$ cat src/rtl/uart_frame_rx_pkg.sv
// Shared constants and state encoding for the UART frame receiver.
// Frame geometry matches the PC-bound frame sender.
package uart_frame_rx_pkg;

   localparam int FRAME_BYTES = 5;
   localparam int FRAME_W     = 8 * FRAME_BYTES;

   typedef enum logic {
      IDLE    = 1'b0,
      COLLECT = 1'b1
   } state_t;

endpackage

$ cat src/rtl/uart_frame_timer.sv
// Idle-gap timer: counts enabled cycles since the last clear.
// expire is a combinational pulse on the enabled cycle whose increment would reach TIMEOUT_CYCLES-1.
module uart_frame_timer #(
   parameter int TIMEOUT_CYCLES = 1000000,
   parameter int CNT_W          = 20
) (
   input  logic clk,
   input  logic rst,
   input  logic clear,
   input  logic enable,
   output logic expire
);

   localparam logic [CNT_W-1:0] LAST_CNT = CNT_W'(TIMEOUT_CYCLES - 2);

   logic [CNT_W-1:0] count;

   assign expire = enable && !clear && (count == LAST_CNT);

   always_ff @(posedge clk) begin
      if (rst) begin
         count <= '0;
      end else if (clear || expire) begin
         count <= '0;
      end else if (enable) begin
         count <= count + 1'b1;
      end
   end

endmodule

$ cat src/rtl/uart_frame_rx.sv
// Reassembles fixed-size command frames from a UART byte stream, first byte MSB-first.
// Completed frames sit in a holding register offered via valid/ready.
module uart_frame_rx
   import uart_frame_rx_pkg::*;
#(
   parameter int TIMEOUT_CYCLES = 1000000,
   parameter int CNT_W          = 20
) (
   input  logic               clk,
   input  logic               rst,
   input  logic [7:0]         rx_byte,
   input  logic               rx_valid,
   output logic [FRAME_W-1:0] frame_data,
   output logic               frame_valid,
   input  logic               frame_ready,
   output logic [2:0]         byte_cnt,
   output logic               timeout_err,
   output logic               overflow
);

   // Handshake: a frame transfers on any rising clk edge where frame_valid & frame_ready;
   // frame_valid/frame_data hold steady until then, independent of frame_ready.

   localparam logic [2:0] LAST_IDX = 3'(FRAME_BYTES - 1);

   state_t             state, state_n;
   logic [FRAME_W-1:0] shift_reg, shift_n, shifted;
   logic [2:0]         cnt_n;
   logic               complete, tmo_n;
   logic               t_clear, t_en, t_expire;
   logic               consume;

   uart_frame_timer #(
      .TIMEOUT_CYCLES(TIMEOUT_CYCLES),
      .CNT_W         (CNT_W)
   ) u_timer (
      .clk   (clk),
      .rst   (rst),
      .clear (t_clear),
      .enable(t_en),
      .expire(t_expire)
   );

   assign shifted = {shift_reg[FRAME_W-9:0], rx_byte};
   assign consume = frame_valid && frame_ready;

   always_comb begin
      state_n  = state;
      shift_n  = shift_reg;
      cnt_n    = byte_cnt;
      complete = 1'b0;
      tmo_n    = 1'b0;
      t_clear  = 1'b0;
      t_en     = 1'b0;
      unique case (state)
         IDLE: begin
            if (rx_valid) begin
               shift_n = shifted;
               cnt_n   = 3'd1;
               t_clear = 1'b1;
               state_n = COLLECT;
            end
         end
         COLLECT: begin
            if (rx_valid) begin
               t_clear = 1'b1;
               if (byte_cnt == LAST_IDX) begin
                  complete = 1'b1;
                  shift_n  = '0;
                  cnt_n    = 3'd0;
                  state_n  = IDLE;
               end else begin
                  shift_n = shifted;
                  cnt_n   = byte_cnt + 3'd1;
               end
            end else begin
               t_en = 1'b1;
               if (t_expire) begin
                  shift_n = '0;
                  cnt_n   = 3'd0;
                  tmo_n   = 1'b1;
                  state_n = IDLE;
               end
            end
         end
         default: state_n = IDLE;
      endcase
   end

   always_ff @(posedge clk) begin
      if (rst) begin
         state       <= IDLE;
         shift_reg   <= '0;
         byte_cnt    <= 3'd0;
         timeout_err <= 1'b0;
      end else begin
         state       <= state_n;
         shift_reg   <= shift_n;
         byte_cnt    <= cnt_n;
         timeout_err <= tmo_n;
      end
   end

   // A frame completing while the held one leaves this same cycle loads with no bubble.
   always_ff @(posedge clk) begin
      if (rst) begin
         frame_data  <= '0;
         frame_valid <= 1'b0;
         overflow    <= 1'b0;
      end else if (complete) begin
         if (!frame_valid || consume) begin
            frame_data  <= shifted;
            frame_valid <= 1'b1;
         end else begin
            overflow <= 1'b1;
         end
      end else if (consume) begin
         frame_valid <= 1'b0;
      end
   end

endmodule
$ cat config.mk
export PLATFORM = sky130hd
export DESIGN_NAME = uart_frame_rx
export DESIGN_NICKNAME = d
export VERILOG_FILES = /design/src/rtl/uart_frame_rx_pkg.sv /design/src/rtl/uart_frame_timer.sv /design/src/rtl/uart_frame_rx.sv
export SDC_FILE = /design/constraint.sdc
export NUM_CORES = 1
export LEC_CHECK = 0
export CORE_MARGIN = 10
export CORE_UTILIZATION = 24
export DETAILED_ROUTE_END_ITERATION = 6
export DONT_BUFFER_PORTS = 1
export GPL_ROUTABILITY_DRIVEN = 0
export SYNTH_ARGS = -nofsm -noshare
export SYNTH_HDL_FRONTEND = slang
export SYNTH_HIERARCHICAL = 1
export SYNTH_SLANG_ARGS = --single-unit
$ cat constraint.sdc
create_clock -name clk -period 2.5 [get_ports clk]
set_input_delay 0.375 -clock clk [delete_from_list [all_inputs] [get_ports clk]]
set_output_delay 0.375 -clock clk [all_outputs]
set_load 0.02 [all_outputs]
### Yosys cells after proc, flatten, opt, wreduce, memory -nomap -nowiden

Index checks and enable logic that the tools add are counted.

* output and inout bits: 46
* flip-flop bits (word level): 99
* word-level logic and storage cells: 55
* input port bits: 12

* bitwise logic cells: 2
* add/subtract/negate cells: 2
* multiplexer cells: 24
* equality and inequality tests: 5
* reduce and logical (&&, ||, !) cells: 14

Operators by type and width (count)
* 2-to-1 mux 32 bit: 4
* case mux 32 bit (2 select lines): 1
* adder 20 x 1 -> 20 bit (second input constant): 1
* == test 20 bit (second input constant): 1
* 2-to-1 mux 1 bit: 13
* 2-to-1 mux 3 bit: 4
* AND reduction 2 bit: 4
* case mux 3 bit (2 select lines): 1
* adder 3 x 1 -> 3 bit (second input constant): 1
* == test 3 bit (second input constant): 1
* logical AND 1 bit: 3
* inequality test 3 x 2 -> 1 bit (second input constant): 1
* OR reduction 3 bit: 1
* zero test 1 bit: 2
* logical OR 1 bit: 2
* inequality test 2 x 1 -> 1 bit (second input constant): 1
* inequality test 2 bit (second input constant): 1
* NOT 1 bit: 2
* case mux 1 bit (2 select lines): 1
* nonzero test 2 bit: 1
* OR reduction 2 bit: 1

### Logic depth before layout (Yosys ltp)

Gate-level depths: netlist (run 1).

* depth in word-level cells: 7
* gate-level depth with buffers: 11
* mapped depth without buffers: 8

### By module

Netlist (run 1), hierarchy kept.

By module, submodules not included
* uart_frame_rx: cells each 333, times used 1, area each 2942.8 um2, sequential area each 1581.5 um2
* uart_frame_timer: cells each 111, times used 1, area each 972.2 um2, sequential area each 400.4 um2

### Worst setup path before layout (run 1)

Ideal clock, no wire load.

* path kind: input port to flip-flop
* start point: in rx_valid
* end point: reg u_timer.count[15]
* cell stages on the path: 8
* path slack: 0.112 ns
* setup time: 0.066 ns
* arrival: 2.322 ns
* required time: 2.434 ns
* buffers on the path: 3
* cell sequence: buf_2 > buf_2 > buf_2 > nor2_1 > nand4_2 > or3_4 > or4b_4 > a21oi_2

* word-level cells in the longest chain between the ends: 6
* elaborated cells on any way between the ends: 8
* classes of those cells: mux: 3; reduce/logical: 5

RTL lines
* from (decl): RTL line uart_frame_rx.sv:12 `input logic rx_valid,`
* 2-to-1 mux 1 bit (*): RTL line uart_frame_rx.sv:65 `if (rx_valid) begin`
* 2-to-1 mux 1 bit (*): RTL line uart_frame_rx.sv:55 `unique case (state)`
* named net t_en: RTL line uart_frame_rx.sv:30 `logic t_clear, t_en, t_expire;`
* logical AND 1 bit (2 in series): RTL line uart_frame_timer.sv:18 `assign expire = enable && !clear && (count == LAST_CNT);`
* logical OR 1 bit: RTL line uart_frame_timer.sv:23 `end else if (clear || expire) begin`
* OR reduction 2 bit (no line)
* to (signal assigned): RTL line uart_frame_timer.sv:26 `count <= count + 1'b1;`
* to (decl): RTL line uart_frame_timer.sv:16 `logic [CNT_W-1:0] count;`

Mark *: on every way through the listed nets, which the timed path passes. The rest lies on a longest branch.
A chain may end at the register's enable or synchronous reset.

### Worst setup path in the final report (run 1)

* start point: reg state
* end point: reg shift_reg[24]

* word-level cells in the longest chain between the ends: 5
* elaborated cells on any way between the ends: 8
* classes of those cells: eq/ne: 2; mux: 2; bitwise: 1; reduce/logical: 3

RTL lines
* from (decl): RTL line uart_frame_rx.sv:26 `state_t state, state_n;`
* from (signal assigned): RTL line uart_frame_rx.sv:97 `state <= state_n;`
* 2-to-1 mux 1 bit: RTL line uart_frame_rx.sv:55
* named net t_en: RTL line uart_frame_rx.sv:30
* logical AND 1 bit (2 in series): RTL line uart_frame_timer.sv:18
* named net t_expire: RTL line uart_frame_rx.sv:30
* inequality test 3 x 2 -> 1 bit (no line)
* AND reduction 2 bit (no line)
* to (signal assigned): RTL line uart_frame_rx.sv:98 `shift_reg <= shift_n;`
* to (decl): RTL line uart_frame_rx.sv:27 `logic [FRAME_W-1:0] shift_reg, shift_n, shifted;`

The timed path passes the listed nets, and every way through them passes these cells.

==> flow_metrics.env, run 1 <==
export IMPL_syn_area_per_cell_um2=8.82
export IMPL_ys_types=39
export IMPL_diodes=0
export IMPL_post_route_util=0.273
export IMPL_core_um2=15900
export IMPL_worstSkewPairLatency_ns=0.34
export IMPL_reg2regPathDepth=9
export IMPL_post_drt_wl_per_cell_um=16.2
export IMPL_port_buffers=0
export IMPL_critPathMaxFanout=32
export IMPL_placementRows=46
export IMPL_antenna_found_initial=0
export IMPL_setup_viol=0
export IMPL_drv_slew=0
export IMPL_die_area_um2=21800
export IMPL_tritoncts="built"
export IMPL_synth_largest_area_cell="dfxtp_1"
export IMPL_vias_per_cell=5.01
export IMPL_cts_buffers=9
export IMPL_cp_arrival_ns=2.34
export IMPL_p_leak_nw=1.32
export IMPL_drv_cap=0
export IMPL_dr_pass1_iters=4
export IMPL_synth_nets=460
export IMPL_clock_root_buffer="clkbuf_16"
export IMPL_ys_async_sr_fraction=0
export IMPL_fp_dieW_um=148
export IMPL_cts_sinks=99
export IMPL_synth_area_um2=3920
export IMPL_pre_cts_ws_ns=0.400
export IMPL_hold_viol_final=0
export IMPL_drc_errors=0
export IMPL_yosys_top_cells_area="dfxtp_1, a32oi_1, a21oi_1, nand3_1, o21ai_0"
export IMPL_synth_seq_cells=99
export IMPL_yosysWarningCount=6
export IMPL_nets=437
export IMPL_vias=3219
export IMPL_die_h_um=148
export IMPL_setup_tns_ns=0
export IMPL_grt_first_pass_wirelength_mm=16.7
export IMPL_min_period_over_period=0.843
export IMPL_drt_iter0_drc=311
export IMPL_instances_no_fill=642
export IMPL_ys_flop_type="dfxtp_1"
export IMPL_start_util=0.246
export IMPL_power_density_nw_per_um2=703
export IMPL_synth_edff_count=0
export IMPL_period_needed_ns=2.11
export IMPL_min_path_type="input pin to flop"
export IMPL_drt_wl_total_mm=10.4
export IMPL_grt_ovfl_total=0
export IMPL_critPathLaunchType="flop"
export IMPL_ctsHoldBuffers=0
export IMPL_syn_to_final_growth_pct=11.0
export IMPL_ant_nets=0
export IMPL_cts_buffer_depth=2
export IMPL_postCtsSetupBuffers=0
export IMPL_end_kind="flop"
export IMPL_fin_skew_ns=0.00764
export IMPL_post_cts_resized=0
export IMPL_ys_seq_area_frac=0.506
export IMPL_peakVddDrop_mv=0.334
export IMPL_clk_pin_slew_ns=0.06
export IMPL_largest_reg_flops=40
export IMPL_cts_max_level=3
export IMPL_path_class="flop to flop"
export IMPL_fillCellCount=1695
export IMPL_worstPathRequired_ns=2.73
export IMPL_grt_pass1_vias=3037
export IMPL_fmax_mhz=474
export IMPL_setup_slack_ns=0.392
export IMPL_dpl_hpwl_mm=7.18
export IMPL_syn_inst=444
export IMPL_maxSlewHeadroom=0.614
export IMPL_drive_gt1_frac=0.0728
export IMPL_dpl_cell_count=626
export IMPL_hold_path_depth=1
export IMPL_total_power_mw=3.05
export IMPL_grt_usage=0.0937
export IMPL_tightest_slew_ns=0.577
export IMPL_rsz0062_at_grt="no"
export IMPL_status="completed"
export IMPL_ios=58
export IMPL_grt_max_degree=81
export IMPL_netlist_area_leader_share=0.506
-- layer usage --
layer  vias to the layer above  share of wire  GRT usage
met4                         0          0.027     0.0476
met1                      1554           0.41      0.107
li1                       1570              -          -
met2                        80           0.45      0.139
met5                         -              0          0
met3                        15           0.12     0.0504
-- cell families (layout without fill, tap and decap cells) --
logic type      count (synthesis)  after routing  share of synthesized area
simple gates                  139            139                      0.182
fa+ha+maj                       4              4                     0.0128
xor+xnor                       11             11                     0.0246
buf+inv                        50             32                     0.0575
flops                          99             99                      0.506
compound gates                141            141                      0.216
-- layout by cell type (no fill, tap or decap), types with 8 or more instances in the layout --
cell type	synthesis	final
a21oi_1	53	53
a32oi_1	33	33
buf_4	6	8
clkbuf_16	0	9
dfxtp_1	99	99
inv_1	8	8
nand3_1	46	46
nand4_1	8	8
nor2_1	50	50
o21ai_0	46	45
-- Yosys cell counts (all sizes together), types with 3 or more instances --
cell type,instances
clkbuf,24
nor4,3
and4,3
or3,6
buf,18
xor2,5
nor2,50
ha,4
a21oi,55
dfxtp,99
nand2,6
a32oi,33
xnor2,6
and3,3
nand3,46
nand4,9
inv,8
o21ai,49
-- stage by stage --
stage	area [um2]	hold WS [ns]
floorplan	3920	0.443
global placement	4050	0.453
detailed placement	4050	0.455
CTS	4350	0.0978
global route	4350	0.0939
finish	4350	0.108
-- where the power goes --
| group | switching, mW | leakage, nW | internal (mW) | total [mW] |
|---|---|---|---|---|
| logic | 0.0327 | 0.387 | 0.0247 | 0.0574 |
| registers | 0.0207 | 0.800 | 1.59 | 1.61 |
| clock network | 0.601 | 0.132 | 0.780 | 1.38 |
-- critical path: stages (launching register included) --
cell      delay (ns)
dfxtp_1         0.33
inv_1           0.06
nor2_1          0.36
and3_2          0.27
nand4b_1        0.12
nor2_1          0.24
a21oi_2         0.11
buf_4           0.24
a32oi_1         0.21
nor2_1          0.05
-- worst paths after layout --
| kind | startpoint | slack (ns) | endpoint |
|---|---|---|---|
| hold reg to reg | shift_reg[30] | 0.47 | frame_data[38] |
| setup / recovery | state | 0.39 | shift_reg[24] |
| setup reg to reg | state | 0.39 | shift_reg[24] |
| hold / removal | rst | 0.11 | byte_cnt[2] |
-- cell type report --
| cell class | instances | area (um2) | area share |
|---|---|---|---|
| flip-flops and latches | 99 | 1980 | 0.456 |
| multi-input cells | 295 | 1710 | 0.393 |
| well taps | 216 | 270 | 0.0622 |
| clock buffers | 11 | 233 | 0.0535 |
| clock inverters | 5 | 61.3 | 0.0141 |
| repair buffers | 8 | 60.1 | 0.0138 |
| inverters | 8 | 30.0 | 0.00691 |
No activity file was read; power rests on OpenSTA's default activity.
==> inputs of run 2 (changes only) <==
Settings changed: ABC_AREA from default to 1.
Clock period 2.5 ns to 1.7 ns, I/O delays scaled along.
==> run 2 against run 1 <==
Compared with the run above: clock skew increased by 0.0024 ns; synthesized area increased by 12%; first-iteration DRC count decreased by 18%; sequential power increased by 50%; register-to-register slack got worse by 0.31 ns; largest power group unchanged; highest routed layer unchanged.
==> flow_metrics.env, run 2 <==
export IMPL_dpl_hpwl_mm=7.46
export IMPL_min_period_over_period=0.953
export IMPL_maxSlewHeadroom=0.755
export IMPL_rr_endpoint="shift_reg[16]"
export IMPL_fin_skew_ns=0.0100
export IMPL_rrSetupSlack_ns=0.08
export IMPL_synthTopCellsByCount="nand2_1, dfxtp_1, a21oi_1"
export IMPL_rsz0062_at_grt="yes"
export IMPL_path_class="flop to flop"
export IMPL_grt_usage=0.0904
export IMPL_hold_viol_final=0
export IMPL_final_cell_mix="nand2_1, dfxtp_1, nor2_1"
export IMPL_grt_max_degree=82
export IMPL_yosysMostFrequentCell="nand2_1"
export IMPL_power_density_nw_per_um2=889
export IMPL_total_power_mw=4.67
export IMPL_tightest_slew_ns=0.368
export IMPL_synth_nets=632
export IMPL_syn_inst=616
export IMPL_min_path_type="input pin to flop"
export IMPL_p_leak_nw=2.01
export IMPL_vias=3786
export IMPL_peakVddDrop_mv=0.505
export IMPL_synth_edff_count=0
export IMPL_vias_per_cell=4.40
export IMPL_drive_gt1_frac=0.128
export IMPL_drt_iter0_drc=254
export IMPL_cts_max_level=3
export IMPL_reg2regPathDepth=12
export IMPL_setup_slack_ns=0.0800
export IMPL_critPathMaxFanout=9
export IMPL_cp_arrival_ns=1.86
export IMPL_ys_seq_area_frac=0.452
export IMPL_min_delay_worst_endpoint="shift_reg[5]"
export IMPL_worstPathRequired_ns=1.94
export IMPL_port_buffers=0
export IMPL_clock_root_buffer="clkbuf_16"
export IMPL_crit_chain="inv_2, nor2_4, inv_2, nor2_1, nor3b_2, nand3_1, inv_2, nand2_4, nand2_8, buf_6, buf_6, a21oi_1"
export IMPL_diodes=0
export IMPL_yosysWarningCount=6
export IMPL_die_h_um=155
export IMPL_critPathBufInv=5
export IMPL_cp_top_family="simple AND/OR/NAND/NOR gates"
export IMPL_placementRows=49
export IMPL_max_stage_delay_ns=0.33
export IMPL_pre_cts_ws_ns=0.0295
export IMPL_tritoncts="built"
export IMPL_drt_wl_total_mm=11.5
export IMPL_final_common_cell="nand2_1"
export IMPL_ys_flop_type="dfxtp_1"
export IMPL_ant_nets=0
export IMPL_core_um2=18000
export IMPL_status="completed"
export IMPL_fmax_mhz=617
export IMPL_fin_area_um2=5250
export IMPL_synth_largest_area_cell="dfxtp_1"
export IMPL_ios=58
export IMPL_period_needed_ns=1.62
export IMPL_setup_viol=0
export IMPL_die_area_um2=24100
export IMPL_critPathLaunchType="flop"
export IMPL_grt_pass1_vias=3410
export IMPL_cp_num_cells=12
export IMPL_synth_area_um2=4390
export IMPL_syn_to_final_growth_pct=19.8
export IMPL_drv_cap=0
export IMPL_grt_first_pass_wirelength_mm=17.7
export IMPL_nets=643
export IMPL_drv_slew=0
export IMPL_post_drt_wl_per_cell_um=13.4
export IMPL_crit_slowest_cell="dfxtp_2"
export IMPL_syn_area_per_cell_um2=7.12
export IMPL_dpl_cell_area_um2=4730
export IMPL_worstHoldStart="rx_byte[5]"
export IMPL_end_kind="flop"
export IMPL_cts_buffer_depth=2
export IMPL_crit_path_frequent_cell="inv_2"
export IMPL_cts_buffers=9
export IMPL_netlist_area_leader_share=0.452
export IMPL_start_util=0.244
export IMPL_fp_dieW_um=155
export IMPL_synth_seq_cells=99
export IMPL_cts_sinks=99
export IMPL_drc_errors=0
export IMPL_hold_path_depth=2
export IMPL_ys_async_sr_fraction=0
export IMPL_reg2reg_from="state"
export IMPL_clk_pin_slew_ns=0.07
export IMPL_ys_types=25
export IMPL_largest_reg_flops=40
export IMPL_yosys_top_cells_area="dfxtp_1, nand2_1, a21oi_1, nor2_1, nand3_1"
export IMPL_worstSkewPairLatency_ns=0.35
export IMPL_antenna_found_initial=0
export IMPL_dr_pass1_iters=4
export IMPL_grt_ovfl_total=0
run 2: final cells by class:
cell class              count  area (um2)
clock buffers              10         229
clock inverters             6        47.5
fillers                  1942       12700
inverters                  69         259
multi-input cells         411        1990
flip-flops and latches     99        1980
well taps                 229         287
repair buffers             37         459
run 2: how the worst max path moves through the flow:
stage | start | end | slack [ns]
finish | state | shift_reg[16] | 0.08
global route | state | shift_reg[15] | -0.04
CTS | state | shift_reg[9] | 0.02
detailed placement | state | shift_reg[9] | 0.03
global placement | u_timer/count[4] | shift_reg[26] | 0.10
floorplan | state | shift_reg[24] | -0.01
run 2: routing by layer:
| layer | track usage | wire length (um) | up-vias | share of wire |
|---|---|---|---|---|
| met5 | 0 | 0 | - | 0 |
| met4 | 0.0410 | 219 | 0 | 0.019 |
| met3 | 0.0449 | 983 | 12 | 0.085 |
| met2 | 0.131 | 5110 | 64 | 0.44 |
| met1 | 0.110 | 5190 | 1730 | 0.45 |
| li1 | - | - | 1980 | - |
run 2: repair_timing:
action                                 CTS  global route
gates resized for setup                  0            24
hold buffers                             2             0
endpoints found under the hold margin    5             0
setup endpoints to repair                0            33
setup buffers                            0             5
run 2: cell families after synthesis:
logic type / count (synthesis) / synth area share
and+or+nand+nor: 278 / 0.270
AOI/OAI and AO/OA: 117 / 0.134
buffers and inverters: 106 / 0.110
DFF: 99 / 0.452
xor gates and xnor gates: 12 / 0.0240
adders and majority gates: 4 / 0.0114
run 2: per-stage QoR:
stage / hold slack, ns / utilization / std cells / TNS, ns
finish: 0.0430 / 0.292 / 861 / 0
global route: 0.0304 / 0.292 / 861 / -0.796
CTS: 0.0247 / 0.280 / 849 / 0
detailed placement: 0.333 / 0.263 / 831 / 0
global placement: 0.329 / 0.263 / 831 / 0
floorplan: 0.324 / - / 616 / -0.384
run 2: power by group:
group	internal, mW	total [mW]	leakage [nW]	switching [mW]
Sequential	2.37	2.41	0.806	0.0400
Combinational	0.140	0.325	1.07	0.184
Clock	1.01	1.94	0.134	0.927
Total	3.52	4.67	2.01	1.15
